### config.mk
export PLATFORM = sky130hd
export DESIGN_NAME = abm_streamer
export DESIGN_NICKNAME = d
export VERILOG_FILES = /design/src/rtl/abm_streamer.sv
export SDC_FILE = /design/constraint.sdc
export NUM_CORES = 1
export LEC_CHECK = 0
export BUFFER_PORTS_ARGS = -buffer_cell sky130_fd_sc_hd__buf_4
export CORE_AREA = 3 3 446 448
export CTS_BUF_LIST = sky130_fd_sc_hd__clkbuf_4 sky130_fd_sc_hd__clkbuf_8
export DETAILED_ROUTE_END_ITERATION = 8
export DIE_AREA = 0 0 449 451
export PLACE_DENSITY = 0.3
export SLEW_MARGIN = 20
export SYNTH_ARGS = -nofsm -noshare
export SYNTH_HDL_FRONTEND = slang
export SYNTH_SLANG_ARGS = --single-unit
### constraint.sdc
create_clock -name clk -period 3.6 [get_ports clk]
set_clock_uncertainty 0.05 [all_clocks]
set_input_delay 0.18 -clock clk [delete_from_list [all_inputs] [get_ports clk]]
set_output_delay 0.18 -clock clk [all_outputs]
set_load 0.05 [all_outputs]
### src/rtl/abm_streamer.sv
// ---------------------------------------------------------------------------
// abm_streamer
//
// Purpose:
//   Reads the complete ABM image through a read-only AXI4 master using fixed
//   INCR bursts. Every read beat is forwarded unchanged, in order, to an
//   AXI4-Stream master as a single frame. TLAST marks the final beat. A frame
//   is only started when the loader is not busy.
//
// Ports:
//   clk, resetn        clock, asynchronous active-low reset
//   start              one-cycle pulse requesting one frame
//   abm_busy           loader owns the ABM RAM; start is ignored while high
//   idle               high when no frame is in progress
//   error              sticky, some beat of the current/last frame had RRESP!=0
//   frames_sent        completed frame counter (wraps)
//   ABM_AXI_AR*        AXI4 read address channel (master)
//   ABM_AXI_R*         AXI4 read data channel (master)
//   AXIS_*             AXI4-Stream master carrying the frame
// ---------------------------------------------------------------------------
module abm_streamer #(
  parameter int unsigned      DW          = 512,
  parameter int unsigned      AW          = 64,
  parameter logic [AW-1:0]    BASE_ADDR   = '0,
  parameter int unsigned      ABM_BYTES   = 32'h10_0000,
  parameter int unsigned      BURST_BYTES = 4096,
  parameter int unsigned      MAX_OUTSTND = 2
) (
  input  logic          clk,
  input  logic          resetn,
  input  logic          start,
  input  logic          abm_busy,
  output logic          idle,
  output logic          error,
  output logic [31:0]   frames_sent,
  // AXI4 read address channel
  output logic [AW-1:0] ABM_AXI_ARADDR,
  output logic          ABM_AXI_ARVALID,
  output logic [7:0]    ABM_AXI_ARLEN,
  output logic [2:0]    ABM_AXI_ARSIZE,
  output logic [1:0]    ABM_AXI_ARBURST,
  output logic [3:0]    ABM_AXI_ARID,
  output logic          ABM_AXI_ARLOCK,
  output logic [3:0]    ABM_AXI_ARCACHE,
  output logic [2:0]    ABM_AXI_ARPROT,
  output logic [3:0]    ABM_AXI_ARQOS,
  input  logic          ABM_AXI_ARREADY,
  // AXI4 read data channel
  input  logic [DW-1:0] ABM_AXI_RDATA,
  input  logic          ABM_AXI_RVALID,
  input  logic [1:0]    ABM_AXI_RRESP,
  input  logic          ABM_AXI_RLAST,
  output logic          ABM_AXI_RREADY,
  // AXI4-Stream master
  output logic [DW-1:0] AXIS_TDATA,
  output logic          AXIS_TVALID,
  output logic          AXIS_TLAST,
  input  logic          AXIS_TREADY
);

  localparam int unsigned BEAT_BYTES      = DW / 8;
  localparam int unsigned BEATS_PER_BURST = BURST_BYTES / BEAT_BYTES;
  localparam int unsigned NB              = ABM_BYTES / BURST_BYTES;
  localparam int unsigned NBEAT           = ABM_BYTES / BEAT_BYTES;
  localparam int unsigned IW              = $clog2(NB + 1);
  localparam int unsigned BW              = $clog2(NBEAT + 1);

  localparam logic [IW-1:0] NB_C      = IW'(NB);
  localparam logic [BW-1:0] NBEAT_C   = BW'(NBEAT);
  localparam logic [3:0]    MAXOUT_C  = 4'(MAX_OUTSTND);
  localparam logic [7:0]    ARLEN_C   = 8'(BEATS_PER_BURST - 1);
  localparam logic [2:0]    ARSIZE_C  = 3'($clog2(BEAT_BYTES));
  localparam logic [AW-1:0] BSTEP_C   = AW'(BURST_BYTES);

  // Parameter legality. Requiring BURST_BYTES to divide 4KB and BASE_ADDR to
  // be burst aligned guarantees no burst ever straddles a 4KB boundary.
  if (DW < 32 || (DW & (DW - 1)) != 0) begin : g_bad_dw
    $error("abm_streamer: DW must be a power of two >= 32");
  end
  if (BEAT_BYTES == 0 || (BURST_BYTES % BEAT_BYTES) != 0 ||
      BEATS_PER_BURST < 1 || BEATS_PER_BURST > 256) begin : g_bad_burst
    $error("abm_streamer: BURST_BYTES/(DW/8) must be an integer in 1..256");
  end
  if (BURST_BYTES == 0 || ABM_BYTES == 0 || (ABM_BYTES % BURST_BYTES) != 0) begin : g_bad_abm
    $error("abm_streamer: ABM_BYTES must be a non-zero multiple of BURST_BYTES");
  end
  if (BURST_BYTES == 0 || (4096 % BURST_BYTES) != 0 ||
      (BASE_ADDR % BURST_BYTES) != 0) begin : g_bad_4k
    $error("abm_streamer: bursts would cross a 4KB boundary");
  end
  if (MAX_OUTSTND < 1 || MAX_OUTSTND > 15) begin : g_bad_outstnd
    $error("abm_streamer: MAX_OUTSTND must be in 1..15");
  end

  typedef enum logic [1:0] {
    S_IDLE,
    S_RUN,
    S_DRAIN
  } state_e;

  state_e          state_q;
  logic            idle_q;
  logic            error_q;
  logic [31:0]     frames_q;
  logic [AW-1:0]   araddr_q;
  logic [IW-1:0]   issued_q;
  logic [3:0]      outstnd_q;
  logic [BW-1:0]   beats_left_q;
  logic [1:0]      rst_sync_q;
  logic            rst_n_int;

  logic            active;
  logic            arvalid;
  logic            ar_fire;
  logic            r_fire;
  logic            rlast_fire;
  logic            final_beat;

  // Assertion is immediate, release is synchronised to clk so all state
  // flops leave reset on the same edge.
  always_ff @(posedge clk or negedge resetn) begin
    if (!resetn) begin
      rst_sync_q <= 2'b00;
    end else begin
      rst_sync_q <= {rst_sync_q[0], 1'b1};
    end
  end

  assign rst_n_int = rst_sync_q[1];

  assign active     = (state_q != S_IDLE);
  assign arvalid    = (state_q == S_RUN) && (issued_q < NB_C) && (outstnd_q < MAXOUT_C);
  assign ar_fire    = arvalid && ABM_AXI_ARREADY;
  assign r_fire     = active && ABM_AXI_RVALID && AXIS_TREADY;
  assign rlast_fire = r_fire && ABM_AXI_RLAST;
  assign final_beat = active && (beats_left_q == BW'(1));

  // Control FSM and all frame bookkeeping. ARVALID only rises or holds while
  // in RUN: outstnd can only fall between handshakes and issued only moves on
  // a handshake, so the request stays stable until ARREADY.
  always_ff @(posedge clk or negedge rst_n_int) begin
    if (!rst_n_int) begin
      state_q      <= S_IDLE;
      idle_q       <= 1'b1;
      error_q      <= 1'b0;
      frames_q     <= '0;
      araddr_q     <= BASE_ADDR;
      issued_q     <= '0;
      outstnd_q    <= '0;
      beats_left_q <= '0;
    end else begin
      case (state_q)
        S_IDLE: begin
          if (start && !abm_busy) begin
            state_q      <= S_RUN;
            idle_q       <= 1'b0;
            error_q      <= 1'b0;
            araddr_q     <= BASE_ADDR;
            issued_q     <= '0;
            outstnd_q    <= '0;
            beats_left_q <= NBEAT_C;
          end
        end

        default: begin
          if (ar_fire) begin
            araddr_q <= araddr_q + BSTEP_C;
            issued_q <= issued_q + IW'(1);
            if (issued_q == NB_C - IW'(1)) begin
              state_q <= S_DRAIN;
            end
          end

          // A request and a burst completion in the same cycle cancel out.
          if (ar_fire && !rlast_fire) begin
            outstnd_q <= outstnd_q + 4'd1;
          end else if (!ar_fire && rlast_fire) begin
            outstnd_q <= outstnd_q - 4'd1;
          end

          if (r_fire) begin
            beats_left_q <= beats_left_q - BW'(1);
            if (ABM_AXI_RRESP != 2'b00) begin
              error_q <= 1'b1;
            end
            if (final_beat) begin
              frames_q <= frames_q + 32'd1;
              state_q  <= S_IDLE;
              idle_q   <= 1'b1;
            end
          end
        end
      endcase
    end
  end

  assign idle        = idle_q;
  assign error       = error_q;
  assign frames_sent = frames_q;

  assign ABM_AXI_ARADDR  = araddr_q;
  assign ABM_AXI_ARVALID = arvalid;
  assign ABM_AXI_ARLEN   = ARLEN_C;
  assign ABM_AXI_ARSIZE  = ARSIZE_C;
  assign ABM_AXI_ARBURST = 2'b01;
  assign ABM_AXI_ARID    = 4'd0;
  assign ABM_AXI_ARLOCK  = 1'b0;
  assign ABM_AXI_ARCACHE = 4'd0;
  assign ABM_AXI_ARPROT  = 3'd0;
  assign ABM_AXI_ARQOS   = 4'd0;

  // Zero-latency pass-through; outside a frame nothing is consumed, so stray
  // R beats stay on the bus.
  assign AXIS_TDATA     = ABM_AXI_RDATA;
  assign AXIS_TVALID    = active && ABM_AXI_RVALID;
  assign ABM_AXI_RREADY = active && AXIS_TREADY;
  assign AXIS_TLAST     = final_beat;

endmodule

==> results.yml, run 1 <==
power:
  p_per_area_mw_per_mm2: 412
  p_leak_nw: 3.53
  pwr-share-seq_pct: 38.6
  p_sw_share_pct: 39.5
  power.share.clock_pct: 34.0
  combinationalPowerShare_pct: 27.4
  peakVddDrop_mv: 0.175
  internal-power_mw: 2.66
  p_total_mw: 4.39
  switchingPower_mw: 1.73
floorplanning:
  initial_core_util_pct: 5.13
  core-area_sq_mm: 0.195
  die_area_sq_mm: 0.202
  die_h_microns: 451
  die_w_microns: 449
  ios: 1165
  num_rows: 162
synth:
  synth_area_leaders: "buf_4, dfrtp_1, xnor2_1, nand3_1, xor2_1"
  yosys.area.top_type: "buf_4"
  syn_area_sq_mm: 0.00999
  ys_seq_area_share_pct: 29.6
  synthCells: 1145
  ys_seq_elements: 118
  ys_async_sr_fraction_pct: 100
  synth-main-ff-cell: "dfrtp_1"
  synthDistinctLibCells: 49
  syn_area_per_cell_sq_um: 8.73
  yosys_warnings: 0
  synth-edff-count: 0
  synth_top_area_share_pct: 41.5
critical_path:
  path_cells: "or4b_1 -> or2_2 -> inv_1 -> ha_1 -> inv_1 -> ha_1 -> a21o_1 -> a21oi_1 -> xnor2_1 -> o21ai_0 -> a21o_1"
  crit_start: "outstnd_q[1]"
  cpMaxStageDelayCell: "or4b_1"
  endpoint_kind: "flop"
  crit_path_start_kind: "flop"
  timing.rr.start: "outstnd_q[1]"
  crit_buf_inv: 2
  cp_top_family: "simple AND/OR/NAND/NOR gates"
  critPathArrivalTime_ns: 3.53
  cp.required_ns: 4.00
  cp_max_fo: 12
  max_stage_delay_ns: 0.65
  critPathKind: "reg -> reg"
route:
  drc: 0
  first_iter_violations: 275
  wl_per_cell_microns: 20.4
  via_per_inst: 1.82
  dr_total_vias: 6180
  drtPass1Iterations: 4
  drtAntennaViolNets: 0
  wl_microns: 69300
clock_network:
  cts-root-buf: "clkbuf_8"
  cts.repair.resized: 0
  insertion_delay_ns: 0.58
  cts_buffers: 17
  postCtsSetupRepairBufs: 0
  cts_tree: "done"
  clk_pin_slew_ns: 0.08
  cts.htree.levels: 4
  clock-sinks: 118
  clockBufferDepth: 2
global_route:
  overflow: 0
  grt_antenna_before_repair: 1
  grt.total_usage_pct: 6.63
  grt_pass1_vias: 6323
  grt_pass1_wl_microns: 83500
  grt_max_degree: 50
finish:
  layout-drive-gt1-share_pct: 21.6
  regArea_sq_mm: 0.00296
  multi_input_area_sq_mm: 0.00293
  n_fill_cell: 23100
  syn2layout_area_growth_pct: 6.62
  final_nets: 1293
placement:
  portBuffers: 99
  gp_congestion: 0.650
  hpwl_microns: 60700
worst_hold_path:
  worstHoldStart: "AXIS_TREADY"
  hp-class: "in -> reg"
status:
  outcome: "finished, final reports clean"
timing:
  rsz0062_at_grt: "no"
  relSlewSlack_pct: 50.5
  slew_viol_final: 0
  tightestPinTransition_ns: 0.743
  tns_ns: 0
  period_needed_ns: 3.12
  fmax_mhz: 320
  setup_viol: 0
  hold_violations: 0
  finalCritPeriodShare_pct: 86.7
run:
  cap_violations: 0
==> kinds of logic after synthesis <==
| kind of cell | after synthesis | share of synthesized area, % |
|---|---|---|
| buffers and inverters | 585 | 42.8 |
| AND/OR/NAND/NOR | 274 | 14.6 |
| flip-flops | 118 | 29.6 |
| AO/OA/AOI/OAI | 80 | 4.77 |
| XOR/XNOR | 62 | 5.43 |
| multiplexers | 14 | 1.41 |
| adder cells (fa/ha/maj) | 10 | 1.33 |
| other | 2 | 0.0751 |
==> metrics by stage <==
stage               cell area, sq um  util, %  std cells  hold WS (ns)  setup slack, ns
finish                         10700     5.47       3403         0.116            0.479
global route                   10600     5.46       3400        0.0826            0.256
CTS                            10600     5.46       3398        0.0454            0.294
detailed placement             10200     5.21       3362       -0.0856            0.456
global placement               10200     5.21       3362       -0.0867            0.434
floorplan                      10100        -       1185        -0.166           0.0210
==> area by class of cell <==
cell class	instances	area share (%)
Antenna cell	5	0.117
Clock buffer	20	2.47
Clock inverter	12	1.67
Inverter	15	0.528
Multi-Input combinational cell	482	27.5
Sequential cell	118	27.8
Tap cell	2624	30.8
Timing Repair Buffer	127	9.16
==> path summary, 6_finish.rpt <==
path                                      endpoint  slack [ns]  cells after the start
min in group asynchronous       ABM_AXI_ARADDR[52]        0.34                      0
worst min-delay path               beats_left_q[0]        0.12                      3
max in group asynchronous       ABM_AXI_ARADDR[16]        2.37                      1
worst min register to register       rst_sync_q[1]        0.31                      0
worst max register to register        outstnd_q[3]        0.48                     11
worst max-delay path                  outstnd_q[3]        0.48                     11
==> cells in the final DEF (no fill, tap or decap), drive strengths merged, types with 9 or more instances in the layout <==
master  netlist  layout
nand4        31      31
inv          15      15
and3         16      16
o31ai         9       9
or3          16      16
a21oi        24      24
dfrtp       117     117
nand3        46      46
nor2         41      41
conb          2      42
clkbuf       14      20
o211ai        9       9
ha            9       9
nor4         16      16
mux2i        13      13
nand2        58      58
o21ai        27      27
nor3         22      22
buf         556     123
xor2         26      26
xnor2        36      36
==> worst min-delay path: stages <==
cell and delay, ns:
buf_4 0.12, o211ai_1 0.26, o21ai_0 0.12
==> cells in the mapped netlist (2+ instances only) <==
cell,count
or4b_1,3
o21ai_0,26
or4_1,4
nand2_1,58
nand3_1,46
conb_1,2
nor4_1,15
nor2b_1,2
o22ai_1,3
a22o_1,2
and2_1,4
xnor2_1,36
nor3_1,21
nand4_1,31
or2_2,3
buf_2,2
o31ai_1,9
a21oi_1,24
mux2i_1,13
o211ai_1,9
and3_1,16
a21o_1,2
and4_1,6
ha_1,9
xor2_1,26
or3_1,16
buf_4,553
dfrtp_1,117
nor2_1,41
clkbuf_1,13
inv_1,15
==> metal layers <==
layer | vias up | wire [microns] | track usage (%)
met3 | 184 | 18400 | 8.62
met5 | - | 302 | 1.25
met1 | 2788 | 17400 | 4.64
met2 | 754 | 30900 | 10.0
met4 | 8 | 2230 | 2.59
li1 | 2446 | - | -
==> state kept, by name, summed over array words and instances, names as in the netlist <==
| name | count |
|---|---|
| idle | 1 |
| ABM_AXI_ARADDR | 52 |
| rst_sync_q | 2 |
| outstnd_q | 4 |
| error | 1 |
| frames_sent | 32 |
| beats_left_q | 15 |
| state_q | 2 |
| issued_q | 9 |
==> power by group through the flow <==
| stage | Clock [mW] | Sequential, mW | Combinational, mW |
|---|---|---|---|
| 2_1_floorplan | 0 | 1.82 | 2.27 |
| 3_3_place_gp | 0 | 1.73 | 1.26 |
| 3_5_place_dp | 0 | 1.72 | 1.26 |
| 4_1_cts | 1.62 | 1.70 | 1.27 |
| 5_1_grt | 1.65 | 1.73 | 1.35 |
| 6_report | 1.49 | 1.69 | 1.20 |
==> repair_timing <==
item / 4_1_cts / 5_1_grt
setup endpoints to repair: 0 / 0
hold buffers: 4 / 0
endpoints found under the hold margin: 3 / 0
(Power assumes the default switching activity.)
==> run 2, diff against run 1 <==
--- a/config.mk
+++ b/config.mk
@@ -6,11 +6,12 @@
 export NUM_CORES = 1
 export LEC_CHECK = 0
 export BUFFER_PORTS_ARGS = -buffer_cell sky130_fd_sc_hd__buf_4
+export CAP_MARGIN = 10
 export CORE_AREA = 3 3 446 448
 export CTS_BUF_LIST = sky130_fd_sc_hd__clkbuf_4 sky130_fd_sc_hd__clkbuf_8
 export DETAILED_ROUTE_END_ITERATION = 8
 export DIE_AREA = 0 0 449 451
-export PLACE_DENSITY = 0.3
+export PLACE_DENSITY_LB_ADDON = 0.08
 export SLEW_MARGIN = 20
 export SYNTH_ARGS = -nofsm -noshare
 export SYNTH_HDL_FRONTEND = slang
==> run 2 against run 1 <==
  * Clock power down 7%
  * Hold slack better by 0.035 ns
  * Register-to-register slack worse by 0.04 ns
  * Global-route usage down 2.4 points
  * Maximum frequency down 1.3%
  * First-iteration DRC count down 30%
  * Sequential power about the same
==> results.yml, run 2 (same netlist as run 1, synthesis figures left out) <==
route:
  first_iter_violations: 193
  dr_total_vias: 5735
  wl_microns: 43300
  drtPass1Iterations: 4
  wl_per_cell_microns: 12.7
  via_per_inst: 1.69
  drc: 0
  drtAntennaViolNets: 0
clock_network:
  cts_tree: "done"
  cts.htree.levels: 4
  clock-sinks: 118
  insertion_delay_ns: 0.54
  clk_pin_slew_ns: 0.09
  cts.repair.resized: 0
  cts_buffers: 17
  cts-root-buf: "clkbuf_8"
  postCtsSetupRepairBufs: 0
  clockBufferDepth: 2
timing:
  finalCritPeriodShare_pct: 87.9
  tns_ns: 0
  relSlewSlack_pct: 47.2
  slew_viol_final: 0
  period_needed_ns: 3.16
  hold_violations: 0
  setup_viol: 0
  rsz0062_at_grt: "no"
  fmax_mhz: 316
  tightestPinTransition_ns: 0.789
  fin_hold_ws_ns: 0.151
global_route:
  grt_pass1_vias: 6344
  grt_pass1_wl_microns: 58000
  grt_antenna_before_repair: 3
  grt_max_degree: 72
  grt.total_usage_pct: 4.23
  overflow: 0
critical_path:
  crit_path_start_kind: "flop"
  reg2reg_depth: 11
  cp.required_ns: 3.99
  endpoint_kind: "flop"
  critPathArrivalTime_ns: 3.55
  cp_max_fo: 12
  critPathKind: "reg -> reg"
floorplanning:
  ios: 1165
  die_h_microns: 451
  die_w_microns: 449
  die_area_sq_mm: 0.202
  core-area_sq_mm: 0.195
  initial_core_util_pct: 5.13
  num_rows: 162
power:
  p_total_mw: 4.36
  p_per_area_mw_per_mm2: 410
  peakVddDrop_mv: 0.201
  p_leak_nw: 3.54
finish:
  largest_register_ffs: 52
  syn2layout_area_growth_pct: 6.36
  fin_util_pct: 5.45
  layout_common_cells: "buf_4, dfrtp_1, nand2_1, nand3_1, conb_1"
  mostFrequentLayoutCell: "buf_4"
  regArea_sq_mm: 0.00296
  final_nets: 1295
  multi_input_area_sq_mm: 0.00292
  instances_no_fill: 3401
  n_fill_cell: 23100
  layout-drive-gt1-share_pct: 21.4
worst_hold_path:
  hp-class: "reg -> async"
placement:
  gp_congestion: 0.616
  hpwl_microns: 34200
  dp.cells: 3362
  portBuffers: 99
run:
  cap_violations: 0
status:
  outcome: "finished, final reports clean"
## run 2: cell count changes in the layout (fill, tap and decap cells not counted), sizes merged
cell         change
dlygate4sd3      +2
bufinv           -2
inv              +2
clkinvlp         -2
clkbuf           +2
diode            -4
## run 2: critical path, stage by stage, from the launching register on
cell,delay [ns]
dfrtp_1,0.41
or4b_1,0.67
or2_2,0.47
inv_1,0.12
ha_1,0.20
inv_1,0.10
ha_1,0.28
a21o_1,0.18
a21oi_1,0.17
xnor2_1,0.15
o21ai_0,0.10
a21o_1,0.18
## run 2: path summary, 6_finish.rpt
check,from,to,slack (ns)
max,outstnd_q[1],outstnd_q[3],0.44
min,rst_sync_q[1],ABM_AXI_ARADDR[43],0.15
max reg2reg,outstnd_q[1],outstnd_q[3],0.44
min reg2reg,rst_sync_q[1],ABM_AXI_ARADDR[43],0.15
max in group asynchronous,rst_sync_q[1],ABM_AXI_ARADDR[37],2.49
min in group clk,AXIS_TREADY,beats_left_q[0],0.16
## run 2: what timing repair did
| item | CTS | global route |
|---|---|---|
| hold buffers | 6 | 0 |
| hold endpoints to repair | 9 | 0 |
| endpoints found under the setup margin | 0 | 0 |
## run 2: layer usage
metal	share of wire (%)	global-route usage [%]
met4	8.4	3.90
met3	9.3	1.92
met1	28	3.23
met5	0	0
met2	54	7.83
## run 2: through the flow
| stage | setup slack (ns) | instance area (sq um) |
|---|---|---|
| floorplan | 0.0210 | 10100 |
| global placement | 0.304 | 10200 |
| detailed placement | 0.390 | 10200 |
| CTS | 0.300 | 10600 |
| global route | 0.221 | 10600 |
| finish | 0.437 | 10600 |
## run 2: cell type report
class / count / share of cell area, %
diodes: 1 / 0.0235
flip-flops and latches: 118 / 27.8
repair buffers: 129 / 9.37
multi-input cells: 482 / 27.5
clock inverters: 10 / 1.13
clock buffers: 22 / 2.73
well taps: 2624 / 30.9
inverters: 15 / 0.530
## run 2: report_power, final
group / switching (mW) / internal (mW)
clock network: 0.705 / 0.688
logic: 0.885 / 0.376
registers: 0.209 / 1.50
total: 1.80 / 2.56
